### src/rtl/tm1638_sequencer.sv
// tm1638_sequencer: drives a generic SPI controller to refresh one or more
// TM1638 display/key-scan chips in a fixed command frame.
//
// Optional feature: define TM1638_KEY_SCAN_EN to enable the key-scan read
// (0x42) per chip; when undefined keys and keys_changed are constant 0.
//
// Ports:
//   clk, reset_n     system clock, asynchronous active-low reset
//   display_mem      16-byte raw image per chip (chip c byte b at c*128+b*8)
//   brightness       PWM level 0..7, sampled when the brightness cmd is built
//   display_on       display enable, sampled with brightness
//   busy             SPI controller busy
//   in_data          four key-scan bytes returned by the controller
//   activate         request to start an SPI transaction
//   in_cs            one-hot chip select for the transaction
//   out_data         bytes to send, byte 0 first
//   out_count        number of bytes to send
//   in_count         number of bytes to read (0 or 4)
//   keys             decoded keys, 8 per chip, 1 = pressed
//   keys_changed     one-clock pulse when any key bit changes
//   frame_done       one-clock pulse at the end of every full frame
module tm1638_sequencer #(
   parameter int NUM_CHIPS       = 1,
   parameter int BURST_BYTES     = 4,
   parameter int POWER_UP_CYCLES = 2_000_000,
   parameter int REFRESH_CYCLES  = 230_000
) (
   input  logic                             clk,
   input  logic                             reset_n,
   input  logic [NUM_CHIPS*128-1:0]         display_mem,
   input  logic [2:0]                       brightness,
   input  logic                             display_on,
   input  logic                             busy,
   input  logic [31:0]                      in_data,
   output logic                             activate,
   output logic [NUM_CHIPS-1:0]             in_cs,
   output logic [(BURST_BYTES+1)*8-1:0]     out_data,
   output logic [$clog2(BURST_BYTES+2)-1:0] out_count,
   output logic [2:0]                       in_count,
   output logic [NUM_CHIPS*8-1:0]           keys,
   output logic                             keys_changed,
   output logic                             frame_done
);

   localparam int NB  = 16 / BURST_BYTES;
   localparam int DW  = (BURST_BYTES + 1) * 8;
   localparam int OCW = $clog2(BURST_BYTES + 2);
   localparam int CW  = (NUM_CHIPS > 1) ? $clog2(NUM_CHIPS) : 1;
   localparam int BW  = (NB > 1) ? $clog2(NB) : 1;
   localparam int PW  = (POWER_UP_CYCLES > 1) ?
                        $clog2(POWER_UP_CYCLES + 1) : 1;
   localparam int RW  = (REFRESH_CYCLES > 1) ?
                        $clog2(REFRESH_CYCLES + 1) : 1;

   localparam logic [NUM_CHIPS-1:0] CS_ONE = 1;

   localparam logic [3:0] POWER_UP  = 4'd0;
   localparam logic [3:0] AUTO_INC  = 4'd1;
   localparam logic [3:0] XMIT      = 4'd2;
   localparam logic [3:0] BRIGHT    = 4'd3;
   localparam logic [3:0] READ_KEYS = 4'd4;
   localparam logic [3:0] NEXT_CHIP = 4'd5;
   localparam logic [3:0] DELAY     = 4'd6;
   localparam logic [3:0] SEND      = 4'd7;
   localparam logic [3:0] AWAIT     = 4'd8;

   logic [3:0]     state;
   logic [3:0]     ret_state;
   logic [PW-1:0]  pwr_cnt;
   logic [RW-1:0]  dly_cnt;
   logic [CW-1:0]  chip;
   logic [BW-1:0]  burst;
   logic           seen_busy;
   logic [DW-1:0]  q_data;
   logic [OCW-1:0] q_count;
   logic [2:0]     q_in;
   logic [NUM_CHIPS*8-1:0] keys_q;

   logic [127:0]   chip_img;
   logic [7:0]     addr;
   logic [DW-1:0]  xmit_img;

   logic unused_in;
   assign unused_in = ^in_data;

   // Burst image for the current chip/burst, latched into the send queue
   // only on the XMIT clock so later display_mem edits don't leak in.
   always_comb begin
      chip_img = display_mem[chip*128 +: 128];
      addr     = 8'(burst) * 8'(BURST_BYTES);
      xmit_img = '0;
      xmit_img[7:0] = 8'hC0 + addr;
      for (int j = 0; j < BURST_BYTES; j++) begin
         xmit_img[(j+1)*8 +: 8] = chip_img[(addr + j)*8 +: 8];
      end
   end

`ifdef TM1638_KEY_SCAN_EN
   // K-line bits 0 and 4 of each scan byte carry the two key columns.
   logic [7:0] scan;
   always_comb begin
      scan = '0;
      for (int i = 0; i < 4; i++) begin
         scan[i]   = in_data[i*8];
         scan[4+i] = in_data[i*8+4];
      end
   end
`endif

   assign keys = keys_q;

   always_ff @(posedge clk or negedge reset_n) begin
      if (!reset_n) begin
         state        <= POWER_UP;
         ret_state    <= POWER_UP;
         pwr_cnt      <= PW'(POWER_UP_CYCLES);
         dly_cnt      <= '0;
         chip         <= '0;
         burst        <= '0;
         seen_busy    <= 1'b0;
         q_data       <= '0;
         q_count      <= '0;
         q_in         <= '0;
         activate     <= 1'b0;
         in_cs        <= '0;
         out_data     <= '0;
         out_count    <= '0;
         in_count     <= '0;
         keys_q       <= '0;
         keys_changed <= 1'b0;
         frame_done   <= 1'b0;
      end else begin
         keys_changed <= 1'b0;
         frame_done   <= 1'b0;
         unique case (state)
            POWER_UP: begin
               if (pwr_cnt > PW'(1)) begin
                  pwr_cnt <= pwr_cnt - PW'(1);
               end else begin
                  chip  <= '0;
                  burst <= '0;
                  state <= AUTO_INC;
               end
            end
            AUTO_INC: begin
               q_data    <= DW'(8'h40);
               q_count   <= OCW'(1);
               q_in      <= 3'd0;
               ret_state <= XMIT;
               state     <= SEND;
            end
            XMIT: begin
               q_data  <= xmit_img;
               q_count <= OCW'(BURST_BYTES + 1);
               q_in    <= 3'd0;
               if (burst == BW'(NB - 1)) begin
                  burst     <= '0;
                  ret_state <= BRIGHT;
               end else begin
                  burst     <= burst + BW'(1);
                  ret_state <= XMIT;
               end
               state <= SEND;
            end
            BRIGHT: begin
               q_data  <= DW'({4'h8, display_on, brightness});
               q_count <= OCW'(1);
               q_in    <= 3'd0;
`ifdef TM1638_KEY_SCAN_EN
               ret_state <= READ_KEYS;
`else
               ret_state <= NEXT_CHIP;
`endif
               state <= SEND;
            end
            READ_KEYS: begin
               q_data    <= DW'(8'h42);
               q_count   <= OCW'(1);
               q_in      <= 3'd4;
               ret_state <= NEXT_CHIP;
               state     <= SEND;
            end
            NEXT_CHIP: begin
               if (chip != CW'(NUM_CHIPS - 1)) begin
                  chip  <= chip + CW'(1);
                  state <= AUTO_INC;
               end else begin
                  frame_done <= 1'b1;
                  chip       <= '0;
                  dly_cnt    <= RW'(REFRESH_CYCLES);
                  state      <= DELAY;
               end
            end
            DELAY: begin
               if (dly_cnt > RW'(1)) begin
                  dly_cnt <= dly_cnt - RW'(1);
               end else begin
                  state <= AUTO_INC;
               end
            end
            SEND: begin
               if (!busy) begin
                  out_data  <= q_data;
                  out_count <= q_count;
                  in_count  <= q_in;
                  in_cs     <= CS_ONE << chip;
                  activate  <= 1'b1;
                  seen_busy <= 1'b0;
                  state     <= AWAIT;
               end
            end
            AWAIT: begin
               // Hold the request until the controller acknowledges with
               // busy, then return on the first idle after that.
               if (!seen_busy) begin
                  if (busy) begin
                     seen_busy <= 1'b1;
                     activate  <= 1'b0;
                  end
               end else if (!busy) begin
                  seen_busy <= 1'b0;
                  state     <= ret_state;
`ifdef TM1638_KEY_SCAN_EN
                  if (in_count == 3'd4) begin
                     keys_q[chip*8 +: 8] <= scan;
                     keys_changed <= (keys_q[chip*8 +: 8] != scan);
                  end
`endif
               end
            end
            default: state <= POWER_UP;
         endcase
      end
   end

endmodule
### config.mk
export PLATFORM = sky130hd
export DESIGN_NAME = tm1638_sequencer
export DESIGN_NICKNAME = d
export VERILOG_FILES = /design/src/rtl/tm1638_sequencer.sv
export SDC_FILE = /design/constraint.sdc
export NUM_CORES = 1
export LEC_CHECK = 0
export ABC_CLOCK_PERIOD_IN_PS = 2970
export CORE_MARGIN = 4
export CORE_UTILIZATION = 46
export DETAILED_ROUTE_END_ITERATION = 10
export GPL_ROUTABILITY_DRIVEN = 0
export PLACE_DENSITY = 0.81
export SLEW_MARGIN = 40
export SYNTH_ARGS = -nofsm -noshare
export SYNTH_HDL_FRONTEND = slang
export SYNTH_SLANG_ARGS = --single-unit
### constraint.sdc
create_clock -name clk -period 2.97 [get_ports clk]
set_clock_uncertainty 0.2 [all_clocks]
set_input_delay 0.594 -clock clk [delete_from_list [all_inputs] [get_ports clk]]
set_output_delay 0.594 -clock clk [all_outputs]
set_load 0.03 [all_outputs]
# Yosys cells after proc, flatten, opt, wreduce, memory -nomap -nowiden

Cells that the tools add are included.

Bits in registers: 146
Latch bits: 0
Memory bits (writable): 0
Bits in read-only memories: 0
Bits of input ports: 167
Output and inout port bits: 58
Memories: 0

Add/subtract/negate cells: 8
Multipliers: 0
Divide/modulo/power cells: 0
$lt $le $gt $ge: 2
Equality and inequality tests: 18
Shift operators: 6
Muxes and demuxes: 30
Bitwise logic cells: 1
Reductions and logical operators: 21

Operators by type and width:

| kind                                                                   | count |
|---|---|
| 128-bit by 9-bit variable part select with 8-bit output                | 3 |
| 40-bit case mux with 4 select lines                                    | 1 |
| 128-bit by 8-bit variable part select with 8-bit output                | 1 |
| 128-bit by 9-bit variable part select with 128-bit output              | 1 |
| 18-bit 2-to-1 mux                                                      | 2 |
| 18-bit case mux with 2 select lines                                    | 1 |
| 4-bit case mux with 6 select lines                                     | 1 |
| 21-bit by 1-bit > comparator with 1-bit output (second input constant) | 1 |
| 21-bit by 1-bit subtractor with 21-bit output (second input constant)  | 1 |
| 4-bit 2-to-1 mux                                                       | 5 |
| 18-bit by 1-bit > comparator with 1-bit output (second input constant) | 1 |
| 2-bit inequality test (second input constant)                          | 9 |
| 18-bit by 1-bit subtractor with 18-bit output (second input constant)  | 1 |
| 4-bit by 3-bit equality test with 1-bit output (second input constant) | 4 |
| 3-bit case mux with 2 select lines                                     | 2 |
| 4-bit case mux with 3 select lines                                     | 1 |
| 2-bit nonzero test                                                     | 6 |
| 4-bit by 2-bit adder with 5-bit output (second input constant)         | 2 |
| 1-bit 2-to-1 mux                                                       | 10 |
| 2-bit AND reduction                                                    | 5 |
| 7-bit by 5-bit adder with 8-bit output (first input constant)          | 1 |
| 4-bit by 2-bit equality test with 1-bit output (second input constant) | 2 |
| 1-bit case mux with 2 select lines                                     | 3 |
| 3-bit OR reduction                                                     | 2 |
| other kinds (19)                                                       | 20 |

# Longest topological paths before layout

Depth in word-level cells: 3
Gate-level depth with buffers: 8
Mapped depth without buffers: 7

# Worst setup path before layout

OpenSTA, ideal clock, no wires.

Path kind: register to register
Start point: register dly_cnt[0]
End point: register dly_cnt[8]
Arrival: 2001 ps
Data required time: 2646 ps
Slack: 645 ps
Stages on the path, launching flop included: 7
Path buffers: 0
Path through: dfrtp_1 > inv_1 > ha_1 > o21ai_0 > nor3_1 > or3b_2 > mux2i_1

Longest elaborated chain between the ends: 3

RTL lines:

| what                                                                                                            | RTL line | source |
|---|---|---|
| start, declared                                                                                                 | 70       | `logic [RW-1:0] dly_cnt;` |
| start signal, assigned                                                                                          | 190      | `dly_cnt <= RW'(REFRESH_CYCLES);` |
| start signal, assigned                                                                                          | 196      | `dly_cnt <= dly_cnt - RW'(1);` |
| 18-bit by 1-bit subtractor with 18-bit output or 18-bit by 1-bit > comparator with 1-bit output (tied branches) | 196, 195 |  |
| 18-bit 2-to-1 mux or 2-bit inequality test (tied branches)                                                      | n/a      |  |
| 18-bit case mux with 2 select lines or 3-bit AND reduction (tied branches)                                      | n/a      |  |

Parallel ways exist; a longest one is shown, timed or not. The select of a mux whose other input is x is not followed.
A chain may end at the register's enable or synchronous reset.

# Worst setup path in the final report

Start point: register dly_cnt[0]
End point: register dly_cnt[12]

The elaborated chain is that of the path after synthesis.

==> impl_metrics.toml <==
[critical_path]
worst_setup_path_end_kind = "register"
cp_data_arrival_time_ns = 2.69
start_kind = "register"
crit_path_max_fanout = 6
cp.required_ns = 3.09
critical_path_class = "reg2reg"

[route]
drtAntennaViolNets = 0
via_count = 5006
post_drt_via_cell_ratio = 5.60
drc = 0
drt_pass1_iterations = 5
drt_iter0_drc = 372
wl_per_cell_um = 17.8
drt_wl_total_mm = 15.9

[clocking]
cts_max_level = 4
cts_root_buf = "clkbuf_16"
clkLatencyLatePin_ns = 0.41
cts_sinks = 134
clock_path_buffers = 2
post_cts_buffers = 0
cts_tree = "yes"
clk_pin_slew_ns = 0.06
cts_made_buffers = 17

[finish]
diodes = 0
area_delta_synth_final_pct = 40.2
fill_cells = 975
layout-drive-gt1-share_pct = 19.9
nets = 873
utilization_pct = 65.9

[die]
die_area_um2 = 16200
num_io_pins = 225
die_x_um = 127
core_um2 = 13900
start_util_pct = 47.0
chipHeight_um = 127
fp-row-count = 43

[global_routing]
grt.met2_usage_pct = 36.3
grt_pass1_vias = 5403
track_usage_pct = 20.1
grt_max_degree = 60
gr-usage-met1_pct = 23.4
grt_use_met3_pct = 4.81
overflow = 0
antenna_found_initial = 0
grt_first_pass_wirelength_mm = 26.1
top_usage_layer = "met2"

[timing]
maxSlewHeadroom_pct = 61.2
fin_hold_ws_ns = 0.279
fin_crit_sh_pct = 86.5
max_freq_mhz = 389
finalSetupViolCount = 0
tns_ns = 0
fin_crit_ns = 2.57
finalHoldViolCount = 0
maxSlewViolCount = 0
rsz0062_at_grt = "no"
tightestPinTransition_ns = 0.580

[logic_synthesis]
syn_area_um2 = 6550
synth_edf_count = 0
synth.largest_area_cell = "dfrtp_1"
yosysMostFrequentCell = "dfrtp_1"
synth_top_cell_area_share_pct = 48.5
synth_seq_cells = 134
synth_commonest_cells = "dfrtp_1 (127), mux2_2 (42), a22o_1 (35), mux4_2 (32), nor2_1 (31)"
synthArstFlopShare_pct = 100
post_synth.cell_area_avg_um2 = 12.6
synth_seq_area_share_pct = 51.4
syn-instance-count = 520
synth_area_leaders = "dfrtp_1 (49%), mux4_2 (11%), mux2_2 (7.2%)"
yosysWarnings = 8
ys_types = 59
synth_ff_type = "dfrtp_1"

[min_path]
hold_path_class = "reg2reg"

[outcome]
status = "completed"

[pwr]
power.density_nw_per_um2 = 940
intPower_mw = 5.60
pwr-share-seq_pct = 33.9
clkPwrFrac_pct = 26.5
power_frac_comb_pct = 39.6
finalPower_mw = 8.62
switching_share_pct = 35.0
ir_drop_v = 0.000656
p_switching_mw = 3.02
p_leak_nw = 3.92

[placed_design]
io_buffers = 178
dp_hpwl_mm = 12.0

[run]
maxCapViolations = 0
==> worst max-delay path, stage by stage (launching register included) <==
cell and delay (ns):
dfrtp_1 0.43, inv_1 0.09, ha_1 0.20, or3b_1 0.41, nor3_2 0.29, o211ai_1 0.24
or4_1 0.45, a21oi_1 0.17
==> cell usage in the layout (no fill, tap or decap), types with 3 or more instances in the layout <==
cell and instances:
nor3_1 13, mux2i_1 4, clkinv_4 3, mux2_2 42, o21ai_0 19, nand3b_1 4
nor4_1 9, a22o_1 35, bufinv_16 5, clkbuf_16 17, nor2_1 30, clkdlybuf4s50_1 177
mux4_2 32, inv_1 14, or3_1 7, a31oi_1 3, nand3_1 15, o31ai_1 4
nand2_1 19, buf_4 10, or4_1 4, nand4_1 5, xor2_1 6, a21oi_1 12
ha_1 5, conb_1 14, dfstp_2 7, xnor2_1 16, dfrtp_1 126, or2_2 4
==> cell families (layout without fill, tap and decap cells) <==
kind of cell | after synthesis | after routing | synth area share, %
XOR/XNOR | 22 | 22 | 2.94
AO/OA/AOI/OAI | 93 | 93 | 10.5
buffers and inverters | 56 | 237 | 4.24
multiplexers | 78 | 78 | 18.8
AND/OR/NAND/NOR | 131 | 131 | 11.1
adder cells (fa/ha/maj) | 5 | 5 | 0.956
flip-flops | 134 | 134 | 51.4
other | 1 | 14 | 0.0573
==> per-stage QoR <==
| step | std cells | cell area, um2 | setup slack [ns] |
|---|---|---|---|
| final | 894 | 9180 | 0.400 |
| after global routing | 894 | 9180 | 0.280 |
| after CTS | 894 | 9170 | 0.401 |
| after detailed placement | 861 | 8510 | 0.438 |
| after global placement | 861 | 8510 | 0.537 |
| after floorplan | 533 | 6600 | 0.645 |
==> per-layer routing <==
metal / routed length, um / up-vias
met5: 0 / -
li1: - / 2284
met3: 910 / 35
met1: 6100 / 2499
met4: 386 / 0
met2: 8530 / 188
==> flip-flops by register name, indices dropped and copies added (netlist names) <==
| name | cells |
|---|---|
| out_count | 2 |
| q_count | 2 |
| q_in | 1 |
| in_count | 1 |
| seen_busy | 1 |
| state | 4 |
| burst | 2 |
| frame_done | 1 |
| q_data | 38 |
| ret_state | 3 |
| pwr_cnt | 21 |
| activate | 1 |
| dly_cnt | 18 |
| out_data | 38 |
| in_cs | 1 |
==> cell type report <==
cell class / count / area, um2 / share of cell area [%]
Inverter: 14 / 52.6 / 0.573
Clock inverter: 12 / 201 / 2.20
Multi-Input combinational cell: 343 / 2980 / 32.5
Sequential cell: 134 / 3360 / 36.7
Timing Repair Buffer: 191 / 1910 / 20.8
Tap cell: 180 / 225 / 2.45
Clock buffer: 20 / 447 / 4.87
==> power by group through the flow <==
stage	clock network (mW)	registers (mW)	logic, mW
finish	2.28	2.92	3.41
global route	2.41	3.00	3.66
floorplan	0	3.23	1.87
CTS	2.31	2.92	3.46
global placement	0	2.89	3.34
detailed placement	0	2.93	3.44
==> path summary, 6_finish.rpt <==
check	startpoint	to	slack, ns	cells after the start
worst min-delay path	q_count[0]$_DFFE_PN0P_	q_count[0]$_DFFE_PN0P_	0.28	1
min in group asynchronous	reset_n	pwr_cnt[13]$_DFFE_PN0P_	0.49	2
worst max-delay path	dly_cnt[0]$_DFFE_PN0P_	dly_cnt[12]$_DFFE_PN0P_	0.40	7
worst min register to register	q_count[0]$_DFFE_PN0P_	q_count[0]$_DFFE_PN0P_	0.28	1
max in group asynchronous	reset_n	state[3]$_DFFE_PN0P_	1.33	3
worst max register to register	dly_cnt[0]$_DFFE_PN0P_	dly_cnt[12]$_DFFE_PN0P_	0.40	7
==> repair_timing <==
item,in CTS,in global routing
resized for setup,0,0
endpoints found under the hold margin,37,0
hold buffers,1,0
(Power assumes the default switching activity.)
